[src/rtl/regfile_wb_dual.sv]
// Y86-64 register file with an integrated write-back stage: E and M write ports, two
// combinational read ports with optional same-cycle forwarding, and a full-file dump.
module regfile_wb_dual #(
  parameter int                DATA_W   = 64,
  parameter int                NUM_REGS = 15,
  parameter int                ADDR_W   = 4,
  parameter logic [ADDR_W-1:0] RNONE    = 4'hF,
  parameter bit                BYPASS   = 1'b1
) (
  input  logic                       clk,
  input  logic                       reset_n,
  input  logic                       wb_en,
  input  logic [ADDR_W-1:0]          dstE,
  input  logic [DATA_W-1:0]          valE,
  input  logic [ADDR_W-1:0]          dstM,
  input  logic [DATA_W-1:0]          valM,
  input  logic [ADDR_W-1:0]          srcA,
  input  logic [ADDR_W-1:0]          srcB,
  output logic [DATA_W-1:0]          rvalA,
  output logic [DATA_W-1:0]          rvalB,
  output logic [NUM_REGS*DATA_W-1:0] reg_dump,
  output logic [31:0]                wb_count
);

  localparam logic [ADDR_W:0] LP_NUM_REGS = (ADDR_W + 1)'(NUM_REGS);

  logic [DATA_W-1:0] r_regs [NUM_REGS];
  logic [31:0]       r_wb_count;
  logic              r_armed;

  logic              w_we_e;
  logic              w_we_m;
  logic              w_any_wr;
  logic [DATA_W-1:0] w_rval_a;
  logic [DATA_W-1:0] w_rval_b;

  function automatic logic spec_valid(input logic [ADDR_W-1:0] spec);
    if (spec == RNONE) begin
      return 1'b0;
    end else begin
      return ({1'b0, spec} < LP_NUM_REGS);
    end
  endfunction

  // r_armed is low on the first edge after reset release, so a write launched
  // against that edge is dropped no matter how release and clock are ordered.
  assign w_we_e   = r_armed & wb_en & spec_valid(dstE);
  assign w_we_m   = r_armed & wb_en & spec_valid(dstM);
  assign w_any_wr = w_we_e | w_we_m;

  // Register array, write-back counter and post-reset arming flag.
  always_ff @(posedge clk or negedge reset_n) begin
    if (!reset_n) begin
      for (int i = 0; i < NUM_REGS; i++) begin
        r_regs[i] <= DATA_W'(i);
      end
      r_wb_count <= 32'd0;
      r_armed    <= 1'b0;
    end else begin
      r_armed <= 1'b1;
      if (w_we_e) begin
        r_regs[dstE] <= valE;
      end
      // M is assigned last so it wins a same-register collision (popq %rsp).
      if (w_we_m) begin
        r_regs[dstM] <= valM;
      end
      if (w_any_wr) begin
        r_wb_count <= r_wb_count + 32'd1;
      end
    end
  end

  // Read port A: forwarding mirrors write priority, M ahead of E.
  always_comb begin
    w_rval_a = {DATA_W{1'b0}};
    if (!spec_valid(srcA)) begin
      w_rval_a = {DATA_W{1'b0}};
    end else if (BYPASS && w_we_m && (srcA == dstM)) begin
      w_rval_a = valM;
    end else if (BYPASS && w_we_e && (srcA == dstE)) begin
      w_rval_a = valE;
    end else begin
      w_rval_a = r_regs[srcA];
    end
  end

  // Read port B: identical to port A.
  always_comb begin
    w_rval_b = {DATA_W{1'b0}};
    if (!spec_valid(srcB)) begin
      w_rval_b = {DATA_W{1'b0}};
    end else if (BYPASS && w_we_m && (srcB == dstM)) begin
      w_rval_b = valM;
    end else if (BYPASS && w_we_e && (srcB == dstE)) begin
      w_rval_b = valE;
    end else begin
      w_rval_b = r_regs[srcB];
    end
  end

  for (genvar g = 0; g < NUM_REGS; g++) begin : g_dump
    assign reg_dump[g*DATA_W +: DATA_W] = r_regs[g];
  end

  assign rvalA    = w_rval_a;
  assign rvalB    = w_rval_b;
  assign wb_count = r_wb_count;

endmodule

[config.mk]
export PLATFORM = sky130hd
export DESIGN_NAME = regfile_wb_dual
export DESIGN_NICKNAME = d
export VERILOG_FILES = /design/src/rtl/regfile_wb_dual.sv
export SDC_FILE = /design/constraint.sdc
export NUM_CORES = 2
export LEC_CHECK = 0
export CORE_AREA = 2 2 499 501
export CTS_CLUSTER_DIAMETER = 60
export CTS_CLUSTER_SIZE = 24
export DETAILED_ROUTE_END_ITERATION = 8
export DIE_AREA = 0 0 501 503
export SLEW_MARGIN = 10
export SYNTH_ARGS = -nofsm -noshare
export SYNTH_HDL_FRONTEND = slang
export SYNTH_SLANG_ARGS = --single-unit
[constraint.sdc]
create_clock -name clk -period 2.6 [get_ports clk]
set_input_delay 0.39 -clock clk [delete_from_list [all_inputs] [get_ports clk]]
set_output_delay 0.39 -clock clk [all_outputs]
set_load 0.02 [all_outputs]
==> impl_metrics.yaml <==
critical_path:
  setup.worst_path.start: "r_armed"
  maximum_fanout_along_the_worst_path: 5
  path_cells: "and2_4 > buf_8 > nand3_4 > buf_12 > buf_16 > buf_8 > nor2_4 > a31oi_1 > buf_4 > buf_12"
  r2r-end: "reg_dump[244]"
  worstSetupStartpointType: "flip-flop"
  timing.reg2reg.worst_path_depth: 9
  reg2reg_setup_slack_ns: 0.19
  cp.required_ns: 2.21
  r2r_start: "r_armed"
  cell_with_the_largest_stage_delay_on_the_worst_path: "dfrtp_1"
  critical_path.max_stage_delay_ns: 0.44
  critical_path_start_end_classification: "flip-flop to primary output"
  crit_path_end: "rvalA[13]"
  worst_ep_arrival_time_ns: 2.78
  endpoint_kind: "primary output"
timing:
  finalWorstPathRequiredPeriod_ns: 3.175
  clock.fmax_mhz: 315.0
  finalSetupViolCount: 128
  final.period_utilization_pct: 122.1
  setup_repair_after_global_routing_missed_its_margin: "true"
  worst_pin_slew_ns: 0.8066
  fin_skew_ns: 0.07592
  finalMaxSlewViolations: 0
  setup_ws_ns: -0.5746
  timing_hold_violations_final: 0
  relSlewSlack_pct: 46.14
pwr:
  netSwitchingFraction_pct: 42.62
  net-switching-power_w: 0.03408
  gate_power_share_pct: 46.2
  total_leakage_power_nw: 40.64
  fin_total_pwr_w: 0.07996
  ir_drop_v: 0.0005798
  power-per-cell-area_mw_per_mm2: 837.3
  power_report.internal_total_w: 0.04588
  clock_power_share_pct: 21.8
  seqPwrFrac_pct: 32.0
logic_synthesis:
  post_synth.cell_area_avg_um2: 9.807
  synth_cell_types: 51
  netlist_instances: 6540
  synth.largest_area_cell: "dfrtp_1"
  postSynth.asyncResetShare_pct: 100.0
  synth_top_area_share_pct: 37.65
  synth_most_common_cell: "mux2i_1"
  synth_top_flop_cell: "dfrtp_1"
  syn_area_mm2: 0.06414
  synthTopCellsByArea: "dfrtp_1, mux2i_1, mux4_2"
  postSynthNetCount: 6688
  register_bit_total_from_synthesis: 993
  synth_enable_flop_cells: 0
  top_cell_types_by_occurrence_after_synthesis: "mux2i_1, dfrtp_1, nor2_1"
  synth-warning-count: 0
  synth_sequential_area_ratio_pct: 38.80
worst_hold_path:
  hp-class: "input port to asynchronous set/reset pin"
clock_network:
  path_clk_slew_ns: 0.06
  clk_tree_root_cell: "clkbuf_16"
  clk-insertion-delay-late_ns: 0.80
  clock_tree.htree_level_count: 3
  cts_max_path_buffers: 3
  tritoncts.num_buffers: 108
  cts_tree: "done"
  cts_num_sinks: 993
status:
  violations: "setup timing"
  result_of_the_run: "finished with violations"
layout:
  final_nets: 8362
  synth_to_layout_area_growth_pct: 48.90
  finish.utilization_pct: 38.66
  drive_gt1_share_pct: 25.90
  fin_cells: 11570
drt:
  drt-wirelength-per-cell_um: 36.68
  drc: 0
  avgViaCountPerCell: 5.741
  vias: 66450
  detail_route.wirelength_um: 424600
  detailedRoute.firstPassIterationCount: 6
  postRouteAntennaNets: 0
  dr.first_iter.drc_count: 8458
floorplan:
  core.rowCount: 183
  design.portCount: 1267
  die_area_mm2: 0.2520
  dieWidth_um: 501
  chipHeight_um: 503
  coreArea_mm2: 0.2471
  start_util_pct: 25.96
placement:
  dp_hpwl_um: 306700
  gp_congestion: 0.9796
  placement.io_buffers: 1266
  dp.cells: 11200
grt:
  antenna_found_initial: 41
  grt_first_pass_wirelength_um: 565300
  maximum_number_of_pins_on_one_net_before_global_route_repair: 104
  grt.total_usage_pct: 32.35
  grt_pass1_vias: 63800
  grt.overflow.total: 0
job:
  timing.max_cap.violations: 0
## worst min-delay path by stage
stage                         end  depth (start not counted)  slack (ns)  startpoint
floorplan                 r_armed                          0        0.09     reset_n
CTS                 reg_dump[947]                          2        0.12     reset_n
finish              reg_dump[947]                          2        0.21     reset_n
global placement    reg_dump[947]                          1        0.42     reset_n
global route        reg_dump[947]                          2        0.18     reset_n
detailed placement  reg_dump[947]                          1        0.42     reset_n
## power groups by stage
| stage | sequential, W | clock (W) | combinational [W] |
|---|---|---|---|
| final | 0.0256 | 0.0174 | 0.0370 |
| after global routing | 0.0258 | 0.0182 | 0.0383 |
| after CTS | 0.0252 | 0.0176 | 0.0362 |
| after detailed placement | 0.0254 | 0 | 0.0356 |
| after global placement | 0.0253 | 0 | 0.0353 |
| after floorplan | 0.0284 | 0 | 0.0109 |
## stage by stage
stage / setup slack (ns) / instance area, um^2 / setup TNS (ns) / hold slack, ns
after detailed placement: -1.353 / 87270 / -201.12 / 0.4176
final: -0.5746 / 95500 / -57.89 / 0.2092
after floorplan: 0.2596 / 64140 / 0 / 0.09441
after global routing: -0.6486 / 95470 / -68.31 / 0.1791
after CTS: -0.6858 / 94370 / -72.26 / 0.1212
after global placement: -1.318 / 87270 / -194.84 / 0.4205
## kinds of logic (layout without fill, tap and decap cells)
family	Yosys count	in the layout	synth area share, %
AOI/OAI and AO/OA	1604	1604	14.29
muxes	1537	1537	30.21
and+or+nand+nor	1462	1462	9.438
DFF	993	993	38.80
buffers and inverters	895	2665	6.596
xor gates and xnor gates	47	47	0.6418
adders and majority gates	1	1	0.01951
other	1	28	0.005847
## routing by layer
metal	part of all wire, %	GRT usage (%)	vias to the layer above
met2	44	50.00	5089
met3	11	9.489	1141
met5	0.030	0	-
met1	36	38.63	33190
li1	-	-	27000
met4	8.6	22.56	22
## layout by cell type, fill, tap and decap left out, types with 15 or more instances in the layout
cell             synthesis  final
o221ai_1                64     64
a2bb2oi_1               63     63
dlygate4sd2_1            0     18
nand2_1                406    354
and3_4                   0     19
a31oi_4                  0     26
mux4_2                 319    319
buf_8                    0     31
inv_8                    0     16
buf_16                   0     27
dfrtp_2                  0     19
o21ai_2                  0     92
mux2i_1               1217   1217
clkbuf_16                0    114
xnor2_1                 24     24
buf_6                   47    116
xor2_1                  23     23
diode_2                  0     27
nand2_2                  0     27
buf_4                   86    823
buf_12                   0    268
o21ai_0                219    137
clkinv_8                 0     15
o21ai_1                228    198
a31oi_1                 65     37
nand2_4                  0     24
nor2_4                   8     28
o21ai_4                  0     20
dfstp_2                 28     28
nor2_1                 840    804
dfrtp_1                965    946
clkdlybuf4s50_1          0   1086
a22oi_1                128    119
inv_1                   67     67
and3_1                  70     51
a22o_1                  63     62
a21oi_1                769    769
nor2_2                   1     17
nand3_1                 80     72
## area by class of cell
class	count	area, um^2
clock buffer	119	2795
tap	3237	4050
sequential	993	24910
inverter	67	251.5
fill	24040	151600
antenna	27	67.56
clock inverter	87	1177
timing repair buffer	2392	25450
multi-input combinational	4652	36800
## sequential cells by signal, indices dropped and copies added, names as in the netlist
name and flops:
r_armed 1, reg_dump 960, wb_count 32
## critical path: cells and delay by family, from the launching register on
family	cells	cell delay (ns)
AND/OR/NAND/NOR	3	0.32
buffers and inverters	6	1.03
flip-flops	1	0.44
AO/OA/AOI/OAI	1	0.18
## repair_timing
action	CTS	global route
hold buffers	1	0
setup buffers	109	43
resized for setup	859	286
setup endpoints to repair	146	132
pin swaps	75	98
gates cloned	31	5
endpoints found under the hold margin	43	0
Note: power is estimated with default switching activity, not from simulation.
